### src/rtl/trail_pkg.sv
// rtl/trail_pkg.sv - shared types and constants for trail writing and VGA logic
package trail_pkg;

  typedef enum logic [1:0] {
    IDLE  = 2'd0,
    LOAD  = 2'd1,
    WRITE = 2'd2,
    DONE  = 2'd3
  } state_t;

  localparam logic [2:0] PLAYING    = 3'b010;
  localparam int unsigned ROW_STRIDE = 320;
  localparam int unsigned X_OFFSET   = 8;

endpackage

### src/rtl/frame_tick_sync.sv
// rtl/frame_tick_sync.sv - brings frame_clk into the Clk domain as a one-cycle tick
module frame_tick_sync (
  input  logic clk,
  input  logic rst_n,
  input  logic async_in,
  output logic tick
);

  logic s1_q, s1_d;
  logic s2_q, s2_d;
  logic prev_q, prev_d;

  // two-stage synchronizer followed by a one-cycle-delayed copy for edge detection
  always_comb begin
    s1_d   = async_in;
    s2_d   = s1_q;
    prev_d = s2_q;
  end

  // synchronizer and edge-detect flops
  always_ff @(posedge clk or negedge rst_n) begin
    if (!rst_n) begin
      s1_q   <= 1'b0;
      s2_q   <= 1'b0;
      prev_q <= 1'b0;
    end else begin
      s1_q   <= s1_d;
      s2_q   <= s2_d;
      prev_q <= prev_d;
    end
  end

  assign tick = s2_q & ~prev_q;

endmodule

### src/rtl/trail_write_sched.sv
// rtl/trail_write_sched.sv - per-frame burst of eight trail-pixel writes into the frame buffer
module trail_write_sched #(
  parameter int unsigned ROW_STRIDE = trail_pkg::ROW_STRIDE,
  parameter int unsigned X_OFFSET   = trail_pkg::X_OFFSET,
  parameter logic [2:0]  PLAYING    = trail_pkg::PLAYING
) (
  input  logic        Clk,
  input  logic        Reset,
  input  logic        frame_clk,
  input  logic [2:0]  Game_State,
  input  logic [7:0]  Blue_X,
  input  logic [7:0]  Blue_Y,
  input  logic [7:0]  Red_X,
  input  logic [7:0]  Red_Y,
  input  logic [15:0] Blue_color,
  input  logic [15:0] Red_color,
  input  logic        mem_gnt,
  output logic        mem_req,
  output logic        we,
  output logic [19:0] trail_addr,
  output logic [15:0] write,
  output logic        busy,
  output logic        frame_done,
  output logic        overrun
);

  import trail_pkg::*;

  logic   tick;
  logic   playing;
  state_t state_q, state_d;
  logic [2:0]  k_q, k_d;
  logic [7:0]  blue_x_q, blue_x_d, blue_y_q, blue_y_d;
  logic [7:0]  red_x_q, red_x_d, red_y_q, red_y_d;
  logic [15:0] blue_c_q, blue_c_d, red_c_q, red_c_d;

  logic [7:0]  sel_x, sel_y;
  logic [15:0] sel_color;
  logic [19:0] x_term, y_term, row_term, beat_addr;

  frame_tick_sync u_tick_sync (
    .clk      (Clk),
    .rst_n    (Reset),
    .async_in (frame_clk),
    .tick     (tick)
  );

  assign playing = (Game_State == PLAYING);

  // FSM state register
  always_ff @(posedge Clk or negedge Reset) begin
    if (!Reset) begin
      state_q <= IDLE;
    end else begin
      state_q <= state_d;
    end
  end

  // FSM next state: leaving play aborts an unfinished burst without completing it
  always_comb begin
    state_d = state_q;
    case (state_q)
      IDLE:  if (tick && playing) state_d = LOAD;
      LOAD:  state_d = playing ? WRITE : IDLE;
      WRITE: begin
        if (!playing)                   state_d = IDLE;
        else if (mem_gnt && k_q == 3'd7) state_d = DONE;
      end
      DONE:  state_d = IDLE;
      default: state_d = IDLE;
    endcase
  end

  // snapshot positions/colors in LOAD and step the beat counter on each granted write
  always_comb begin
    k_d      = k_q;
    blue_x_d = blue_x_q;
    blue_y_d = blue_y_q;
    red_x_d  = red_x_q;
    red_y_d  = red_y_q;
    blue_c_d = blue_c_q;
    red_c_d  = red_c_q;
    if (state_q == LOAD) begin
      k_d      = 3'd0;
      blue_x_d = Blue_X;
      blue_y_d = Blue_Y;
      red_x_d  = Red_X;
      red_y_d  = Red_Y;
      blue_c_d = Blue_color;
      red_c_d  = Red_color;
    end else if (state_q == WRITE && mem_gnt && k_q != 3'd7) begin
      k_d = k_q + 3'd1;
    end
  end

  // datapath registers
  always_ff @(posedge Clk or negedge Reset) begin
    if (!Reset) begin
      k_q      <= '0;
      blue_x_q <= '0;
      blue_y_q <= '0;
      red_x_q  <= '0;
      red_y_q  <= '0;
      blue_c_q <= '0;
      red_c_q  <= '0;
    end else begin
      k_q      <= k_d;
      blue_x_q <= blue_x_d;
      blue_y_q <= blue_y_d;
      red_x_q  <= red_x_d;
      red_y_q  <= red_y_d;
      blue_c_q <= blue_c_d;
      red_c_q  <= red_c_d;
    end
  end

  // beat address: k[2] picks the cycle, k[1] the row and k[0] the column of its 2x2 block
  always_comb begin
    sel_x     = k_q[2] ? red_x_q : blue_x_q;
    sel_y     = k_q[2] ? red_y_q : blue_y_q;
    sel_color = k_q[2] ? red_c_q : blue_c_q;
    x_term    = (20'(sel_x) + 20'(X_OFFSET)) << 1;
    y_term    = 20'(sel_y) * 20'(4 * ROW_STRIDE);
    row_term  = k_q[1] ? 20'(ROW_STRIDE) : 20'd0;
    beat_addr = x_term + y_term + row_term + 20'(k_q[0]);
  end

  // FSM outputs, decoded from registered state; address and data are zero outside WRITE
  always_comb begin
    mem_req    = (state_q == WRITE);
    we         = mem_req;
    busy       = (state_q != IDLE);
    frame_done = (state_q == DONE);
    overrun    = tick && busy;
    trail_addr = mem_req ? beat_addr : 20'd0;
    write      = mem_req ? sel_color : 16'd0;
  end

endmodule

### config.mk
export PLATFORM = sky130hd
export DESIGN_NAME = trail_write_sched
export DESIGN_NICKNAME = d
export VERILOG_FILES = /design/src/rtl/trail_pkg.sv /design/src/rtl/frame_tick_sync.sv /design/src/rtl/trail_write_sched.sv
export SDC_FILE = /design/constraint.sdc
export NUM_CORES = 1
export LEC_CHECK = 0
export ABC_AREA = 1
export CORE_ASPECT_RATIO = 0.5
export CORE_MARGIN = 5
export CORE_UTILIZATION = 45
export CTS_BUF_LIST = sky130_fd_sc_hd__clkbuf_2
export CTS_CLUSTER_SIZE = 30
export DETAILED_ROUTE_END_ITERATION = 7
export GPL_ROUTABILITY_DRIVEN = 0
export PLACE_DENSITY = 0.9
export REMOVE_ABC_BUFFERS = 1
export SYNTH_ARGS = -nofsm -noshare
export SYNTH_HDL_FRONTEND = slang
export SYNTH_SLANG_ARGS = --single-unit
export TNS_END_PERCENT = 20
### constraint.sdc
create_clock -name Clk -period 2.9 [get_ports Clk]
set_clock_uncertainty 0.05 [all_clocks]
set_input_delay 0.29 -clock Clk [delete_from_list [all_inputs] [get_ports Clk]]
set_output_delay 0.29 -clock Clk [all_outputs]
set_load 0.005 [all_outputs]
# --- After elaboration in Yosys (flattened, before gate mapping) ---
# Index checks and enable logic that the tools add are counted.
word_totals:
  reg_bits: 72
op_classes:
  n_addsub: 5
  multipliers: 1
  n_eq_ne: 8
  muxes: 13
  bitwise_logic: 2
  n_reduce_logical: 9
op_table:
  columns: ["cell", "count"]
  rows:
  - ["$mux W16", 2]
  - ["$add A10 B19 Y20", 1]
  - ["$add A20 B1 Y20", 1]
  - ["$add A20 B9 Y20", 1]
  - ["$mux W20", 1]
  - ["$mux W8", 2]
  - ["$mul A8 B3 Y11 const B", 1]
  - ["$add A8 B4 Y9 const B", 1]
  - ["$mux W9", 1]
  - ["$mux W2", 4]
  - ["$pmux W2 S4", 1]
  - ["$mux W3", 2]
  - ["$logic_and A1 B1 Y1", 5]
  - ["$eq A2 B2 Y1 const B", 2]
  - ["$reduce_bool A2 Y1", 2]
  - ["$add A3 B1 Y3 const B", 1]
  - ["$eq A3 B2 Y1 const B", 1]
  - ["$eq A3 B3 Y1 const B", 1]
  - ["$ne A3 B2 Y1 const B", 1]
  - ["$ne A3 B3 Y1 const B", 1]
  - ["$eq A2 B1 Y1 const B", 1]
  - ["$logic_not A2 Y1", 1]
  - ["$ne A2 B2 Y1 const B", 1]
  - ["$reduce_and A2 Y1", 1]
  - ["2 further kinds", 2]

# --- Longest topological paths before layout ---
# Gate-level depths: netlist of the first run.
depth:
  ltp_word: 6
  mapped_depth: 20
  depth_no_buf: 19

# --- Cells and area by module ---
# A second synthesis of the first run with hierarchy kept.
unflattened:
  cells_unflattened: 556
  area_unflattened_um2: 4092.7
by_module_without_submodules:
  columns: ["module", "instances", "cells_per_inst", "area_each_um2"]
  rows:
  - ["trail_write_sched", 1, 551, 4007.6]
  - ["frame_tick_sync", 1, 5, 85.1]

# --- Worst setup path after synthesis of the first run ---
# OpenSTA, ideal clock, no wires.
synth_timing:
  path_kind: "reg2out"
  start: "register k_q[2]"
  end: "output trail_addr[17]"
  arrival_time_ns: 2.696
  t_required_ns: 2.560
  path_slack_ns: -0.136
  path_stages_with_launch: 20
  path_cell_list: "dfrtp_1 > buf_4 > inv_2 > or2_2 > o21ai_1 > inv_1 > ha_1 > nand3b_1 > xnor2_1 > fa_1 > inv_1 > ha_1 > nand3_1 > nand2_1 > nand2_1 > nor2_4 > nand2_2 > nor2_1 > nor2_1 > nor2_1"
synth_via:
  elab_chain_len: 6
synth_lines:
  columns: ["element", "line", "rtl"]
  rows:
  - ["from (decl)", "trail_write_sched.sv:32", "logic [2:0] k_q, k_d;"]
  - ["from (signal assigned)", "trail_write_sched.sv:107", "k_q <= k_d;"]
  - ["$mux W8 (on tied branches)", "trail_write_sched.sv:120, trail_write_sched.sv:119", null]
  - ["$mul A8 B3 Y11 / $add A8 B4 Y9 (equally long branches)", "trail_write_sched.sv:123, trail_write_sched.sv:122", null]
  - ["$add A10 B19 Y20 (*)", "trail_write_sched.sv:125", "beat_addr = x_term + y_term + row_term + 20'(k_q[0]);"]
  - ["$add A20 B9 Y20 (*)", "trail_write_sched.sv:125", null]
  - ["$add A20 B1 Y20 (*)", "trail_write_sched.sv:125", null]
  - ["$mux W20 (*)", "trail_write_sched.sv:135", "trail_addr = mem_req ? beat_addr : 20'd0;"]
  - ["to (decl)", "trail_write_sched.sv:20", "output logic [19:0] trail_addr,"]
# Every way passes the cells marked *; elsewhere a longest branch is shown, timed or not.

# --- Worst setup path after layout of the first run ---
layout_timing:
  start: "register k_q[2]"
  end: "output trail_addr[15]"
# The elaborated chain is that of the path after synthesis.

==> run metrics, run 1 <==
status=finished with violations; failing checks=negative setup slack; Hold Crit Class=input pin to register; CP startpoint kind=register; Mapped Cells=roughly 560; sequential power share=0.327; Fmax=270 MHz; Final WS setup=-0.803 ns; reg2reg end=k_q[2]; Setup crit end kind=output port; Die X=145 µm; Fin Hold WS=about 0.13 ns; Final Hold Vio Count=0; largest net degree at the start of global routing=73; Clock power frac=0.173; HPWL after DPL=7.82 mm; Rows=24; CP Max Fanout=3; Ant. Diodes=0; drc violations=0; start of the worst register-to-register path=k_q[2]; CTS root buffer=clkbuf_2; 1st-iter DRT viols=roughly 310; Nets=slightly below 800; RSZ-0062 raised after global routing=yes; via count=~4,100; post-layout minimum cycle time=roughly 3.7 ns; r2r worst-path depth=7; adder-cell share of the synthesized area=0.0742; Compound-Gate Fraction of Synth Area=0.0592; vias in the first global route=just over 4,000; EDFF count, synth=0; later-pin clock latency in the skew report=slightly above 0.5 ns; main combinational cell family by area after synthesis=simple AND/OR/NAND/NOR gates; chip height=77.3 µm; worst hold path depth=1; crit path DAT=3.36 ns; Reg clk slew, reported paths=~0.21 ns; Avg WL per Cell=14.2 µm; final wirelength=11.6 mm; WL met3=588 µm; WL met2=6.15 mm; WL met1=4.51 mm; initial antenna violation count=0; WS Path Type=register to output port; Core Box Area=about 8800 µm²; 1st-pass router iterations=4; DP Area=between 5000 and 6000 µm²; top routing layer used=met4; setup TNS=-7.51 ns; CTS tree=done; top cell type's share of synthesized area=0.442; post-synthesis mux area share=0.00491; all-layer global routing usage=0.201; antenna-violating nets left=0; Power Density=around 720 nW/µm²; hold path start=frame_clk; peak supply drop=~0.00043 V; wire length of the first global-routing pass=18.4 mm; Area growth syn-to-layout=42.9%; drt via density=approximately 5; Slew @ Worst Pin=0.939 ns; Starting Density=0.465; synthesized area per cell=around 7.3 µm²; crit share post-route=1.28; Comb power frac=0.500; Ys Warns=0; number of I/O port buffers=110; Slew HR=0.374; sequential area share after synthesis=0.442; io pins=roughly 110; top_reg_cell synth=dfrtp_1; Yosys top cell by area=dfrtp_1; Hold Crit Endpoint=u_tick_sync.s1_q; setup violators final=12; Switching Share=0.386; clk sink count=between 70 and 80; CTS buffer count=9; Die ar.=11,200 µm²; Post-synth top cells=nand2_1 (286), dfrtp_1 (72), inv_1 (36), a21oi_1 (27), nor2_1 (22); fillers=approximately 700; switching power=1.62 mW; max cap viols=0; asr flop ratio synth=1.00; global route overflow=0; layout cells sized above 1=0.174; clock buffer depth=2; r2r setup slk=roughly 1.1 ns; xor/xnor share of the synthesized area=0.00859; Synth Area in Simple Gates=0.343; #FFs+latches synth=just over 70; final slew viol count=0; Post-Syn Area=about 4100 µm²; largest cells by area after synthesis=dfrtp_1 (44%), nand2_1 (26%), ha_1 (6.4%); Leak=around 3.0 nW; top-count cell post-synth=nand2_1; final instance area=between 5000 and 6000 µm²; required time worst endpoint=2.56 ns; H-tree depth=3; total power=roughly 4.2 mW; Distinct cells, synth=33; internal power=about 2.6 mW
## per-layer routing
layer | vias up | global-route usage
li1 | 2000 | -
met5 | - | 0
met4 | 0 | 0.0866
met3 | 37 | 0.0410
met2 | 131 | 0.358
met1 | 1884 | 0.235
## layout make-up
cell class / instances / area, µm² / share of cell area
multi-input cells: 420 / 2130 / 0.365
inverters: 41 / 154 / 0.0264
flip-flops and latches: 72 / 1800 / 0.309
clock inverters: 7 / 110 / 0.0189
clock buffers: 9 / 45.0 / 0.00773
repair buffers: 156 / 1450 / 0.248
well taps: 117 / 146 / 0.0251
## placed cells by master (no fill, tap or decap), types with 2 or more instances in the layout
cell             netlist  routed
a21oi_1               27      24
a21oi_2                3       6
buf_2                 12       9
buf_4                  3      36
buf_6                  0       7
bufinv_16              0       3
clkbuf_2               0      10
clkdlybuf4s15_2        0       2
clkdlybuf4s50_1        0      96
clkinv_1               0       2
dfrtp_1               72      72
dlygate4sd2_1          0       2
ha_1                  21      16
ha_2                   0       3
ha_4                   0       2
inv_1                 36      34
inv_2                  5       7
nand2_1              286     282
nand2_2                5       9
nand3_1               16      14
nand3_2                1       3
nand4_1                2       2
nor2_1                22      19
nor2_2                 2       3
nor2_4                 3       5
nor3_2                 1       2
o21ai_0                9       4
o21ai_2                0       6
or2_1                  2       2
xor2_1                 3       2
## metrics by stage
step | std cells | utilization | worst slack [ns]
global placement | 796 | 0.626 | -0.561
floorplan | 533 | - | -0.891
global route | 822 | 0.665 | -1.03
detailed placement | 796 | 0.626 | -0.640
CTS | 818 | 0.651 | -0.817
finish | 822 | 0.665 | -0.803
## sequential cells by signal (all words and copies together), names as in the netlist
register,cells
state_q,2
red_x_q,8
u_tick_sync.s1_q,1
red_y_q,8
blue_x_q,8
red_c_q,16
k_q,3
u_tick_sync.prev_d,1
blue_y_q,8
blue_c_q,16
u_tick_sync.prev_q,1
## timing repair
item / 4_1_cts / 5_1_grt
hold buffers: 1 / 0
endpoints found under the setup margin: 13 / 13
setup buffers: 5 / 5
pin swaps: 16 / 14
endpoints found under the hold margin: 72 / 0
gates resized for setup: 59 / 30
## worst max-delay path, stage by stage, from the launching register on
cell and delay, ns:
dfrtp_1 0.42, inv_2 0.06, or2_4 0.24, o21ai_2 0.08, inv_1 0.07, ha_2 0.19
nand3b_1 0.09, xnor2_1 0.14, fa_1 0.46, inv_2 0.10, ha_4 0.14, nand3_1 0.12
nand2_2 0.10, nand2_2 0.08, nor2_4 0.14, nand3_1 0.09, a21oi_2 0.13, clkdlybuf4s15_2 0.21
## how the worst max path moves through the flow
| stage | from | to | slack (ns) | cells after the start |
|---|---|---|---|---|
| 6_report | k_q[2] | trail_addr[15] | -0.80 | 17 |
| 5_1_grt | red_x_q[4] | trail_addr[15] | -1.03 | 16 |
| 4_1_cts | k_q[2] | trail_addr[18] | -0.82 | 18 |
| 3_5_place_dp | k_q[2] | trail_addr[17] | -0.64 | 19 |
| 3_3_place_gp | red_x_q[4] | trail_addr[17] | -0.56 | 18 |
| 2_1_floorplan | k_q[2] | trail_addr[17] | -0.89 | 18 |
## cell families (layout without fill, tap and decap cells)
group,count (synthesis),count (layout)
other,1,1
adder cells (fa/ha/maj),23,23
AO/OA/AOI/OAI,44,44
flip-flops,72,72
AND/OR/NAND/NOR,346,346
multiplexers,2,2
buffers and inverters,66,213
XOR/XNOR,4,4
## power groups by stage
stage	logic [mW]	registers (mW)	clock network, mW
2_1_floorplan	1.12	1.35	0
6_report	2.09	1.37	0.723
4_1_cts	1.88	1.36	0.731
3_5_place_dp	1.78	1.38	0
3_3_place_gp	1.70	1.36	0
5_1_grt	2.34	1.40	0.779
(Power assumes the default switching activity.)
==> run 2: changes to the inputs <==
--- a/config.mk
+++ b/config.mk
@@ -8,12 +8,12 @@
 export ABC_AREA = 1
 export CORE_ASPECT_RATIO = 0.5
 export CORE_MARGIN = 5
-export CORE_UTILIZATION = 45
+export CORE_UTILIZATION = 35
 export CTS_BUF_LIST = sky130_fd_sc_hd__clkbuf_2
 export CTS_CLUSTER_SIZE = 30
 export DETAILED_ROUTE_END_ITERATION = 7
 export GPL_ROUTABILITY_DRIVEN = 0
-export PLACE_DENSITY = 0.9
+export PLACE_DENSITY = 0.75
 export REMOVE_ABC_BUFFERS = 1
 export SYNTH_ARGS = -nofsm -noshare
 export SYNTH_HDL_FRONTEND = slang
==> run 2 against run 1 <==
Net effect: the run still ends with negative setup slack left; power decreased by 0.89%; clock-buffer cell count rose by 3; worst hold slack improved by 0.0070 ns; global-route usage is 3.8 points lower; first-iteration DRC count decreased by 43%; combinational power grew 2%; wire length shrank 3.2%; critical path type unchanged; largest power group unchanged; highest routed layer unchanged.
==> run metrics, run 2 (synthesis results as in run 1) <==
layout cells sized above 1=0.182; required time worst endpoint=2.56 ns; Die X=163 µm; later-pin clock latency in the skew report=between 0.5 and 0.6 ns; Setup crit end kind=output port; Rows=27; clock buffer depth=2; RSZ-0062 raised after global routing=yes; vias in the first global route=between 3,000 and 4,000; post-layout minimum cycle time=about 3.6 ns; WP buf/inv=6; CP delay by family, top=adder cells; Final WS setup=-0.738 ns; io pins=112; GR Layer Usage met1=0.191; crit share post-route=1.25; Final Hold Vio Count=0; crit path max-delay cell type=dfrtp_1; setup TNS=-6.82 ns; failing checks=negative setup slack; gr busiest metal=met2; most used cell, CP=buf_6; WS Path Type=register to output port; Area growth syn-to-layout=44.7%; Starting Density=0.365; Largest regs=blue_c_q: 16 flops, red_c_q: 16 flops; final slew viol count=0; Power Density=~700 nW/µm²; status=finished with violations; CP Max Fanout=7; H-tree depth=3; global route overflow=0; Hold Crit Class=input pin to register; drc violations=0; antenna-violating nets left=0; largest net degree at the start of global routing=73; Slew HR=0.390; Slew @ Worst Pin=0.916 ns; initial antenna violation count=0; chip height=around 86 µm; Avg WL per Cell=12.9 µm; most frequent cells in the layout=nand2_1 (283), clkdlybuf4s50_1 (96), dfrtp_1 (72); drt via density=4.53; HPWL after DPL=approximately 7.8 mm; clk sink count=approximately 70; CTS buffer count=9; peak supply drop=roughly 0.00027 V; M2 GR Usage=0.288; via count=between 3,000 and 4,000; CTS tree=done; 1st-iter DRT viols=between 150 and 200; commonest non-fill, non-tap cell in the layout=nand2_1; CTS root buffer=clkbuf_2; critical-path cell list=buf_6, mux2i_1, inv_1, ha_2, nand3b_1, xnor2_2, fa_1, inv_2, ha_4, nand4_1, a21oi_2, buf_4, buf_6, xor2_2, nor2_1, buf_2; crit path DAT=about 3.3 ns; max cap viols=0; Core Box Area=11,200 µm²; Final Util=0.528; Die ar.=14,000 µm²; met3 Resource Use GR=0.0518; number of I/O port buffers=110; Nets=between 800 and 900; setup violators final=11; Fin Hold WS=0.134 ns; Reg clk slew, reported paths=~0.19 ns; Fmax=~270 MHz; crit-path max cell delay=between 0.4 and 0.5 ns; all-layer global routing usage=0.163; Ant. Diodes=0; CP startpoint kind=register; Leak=between 3 and 4 nW; 1st-pass router iterations=5; wire length of the first global-routing pass=between 15 and 20 mm; final wirelength=11.3 mm
==> run 2: cell count changes in the layout (fill, tap and decap cells not counted), sizes merged <==
cell           previous run  this run
clkdlybuf4s15             2         1
clkinv                    3         2
clkinvlp                  1         0
dlygate4sd2               2         1
buf                      54        65
bufinv                    3         2
clkbuf                   10        13
==> run 2: path summary, 6_finish.rpt <==
| path | from | to | slack [ns] | cells after the start |
|---|---|---|---|---|
| hold reg to reg | u_tick_sync.s1_q | u_tick_sync.prev_d | 0.34 | 0 |
| setup reg to reg | state_q[1] | k_q[2] | 1.15 | 6 |
| max in group asynchronous | Reset | red_x_q[7] | 1.82 | 2 |
| min in group asynchronous | Reset | red_c_q[0] | 0.37 | 2 |
| hold / removal | frame_clk | u_tick_sync.s1_q | 0.13 | 1 |
| setup / recovery | k_q[2] | trail_addr[12] | -0.74 | 16 |
==> run 2: final cells by class <==
| class | instances | area [µm²] |
|---|---|---|
| Clock buffer | 12 | 60.1 |
| Clock inverter | 4 | 68.8 |
| Fill cell | 1051 | 5280 |
| Inverter | 41 | 154 |
| Multi-Input combinational cell | 420 | 2140 |
| Sequential cell | 72 | 1800 |
| Tap cell | 159 | 199 |
| Timing Repair Buffer | 165 | 1470 |
==> run 2: repair_timing <==
| action | 4_1_cts | 5_1_grt |
|---|---|---|
| hold endpoints to repair | 72 | 0 |
| endpoints found under the setup margin | 13 | 13 |
| setup buffers | 7 | 4 |
| gates resized for setup | 70 | 15 |
| pin swaps | 17 | 21 |
| hold buffers | 1 | 0 |
==> run 2: layer usage <==
| metal | up-vias | wire length, µm |
|---|---|---|
| met1 | 1826 | 4740 |
| met5 | - | 0 |
| met2 | 87 | 5750 |
| met3 | 22 | 582 |
| met4 | 0 | 206 |
| li1 | 2021 | - |
==> run 2: stage by stage <==
stage	setup slack [ns]	std cells	total power [mW]	area (µm²)
finish	-0.738	873	4.15	5900
global route	-1.02	873	4.50	5900
CTS	-0.752	869	4.02	5810
detailed placement	-0.652	845	3.19	5580
global placement	-0.586	845	3.13	5580
floorplan	-0.891	533	2.47	3960
==> run 2: where the power goes <==
part / switching [mW] / leakage, nW / total (mW) / internal (mW)
registers: 0.126 / 0.863 / 1.36 / 1.23
clock network: 0.353 / 0.0836 / 0.646 / 0.293
logic: 1.12 / 2.08 / 2.14 / 1.02
total: 1.60 / 3.03 / 4.15 / 2.55
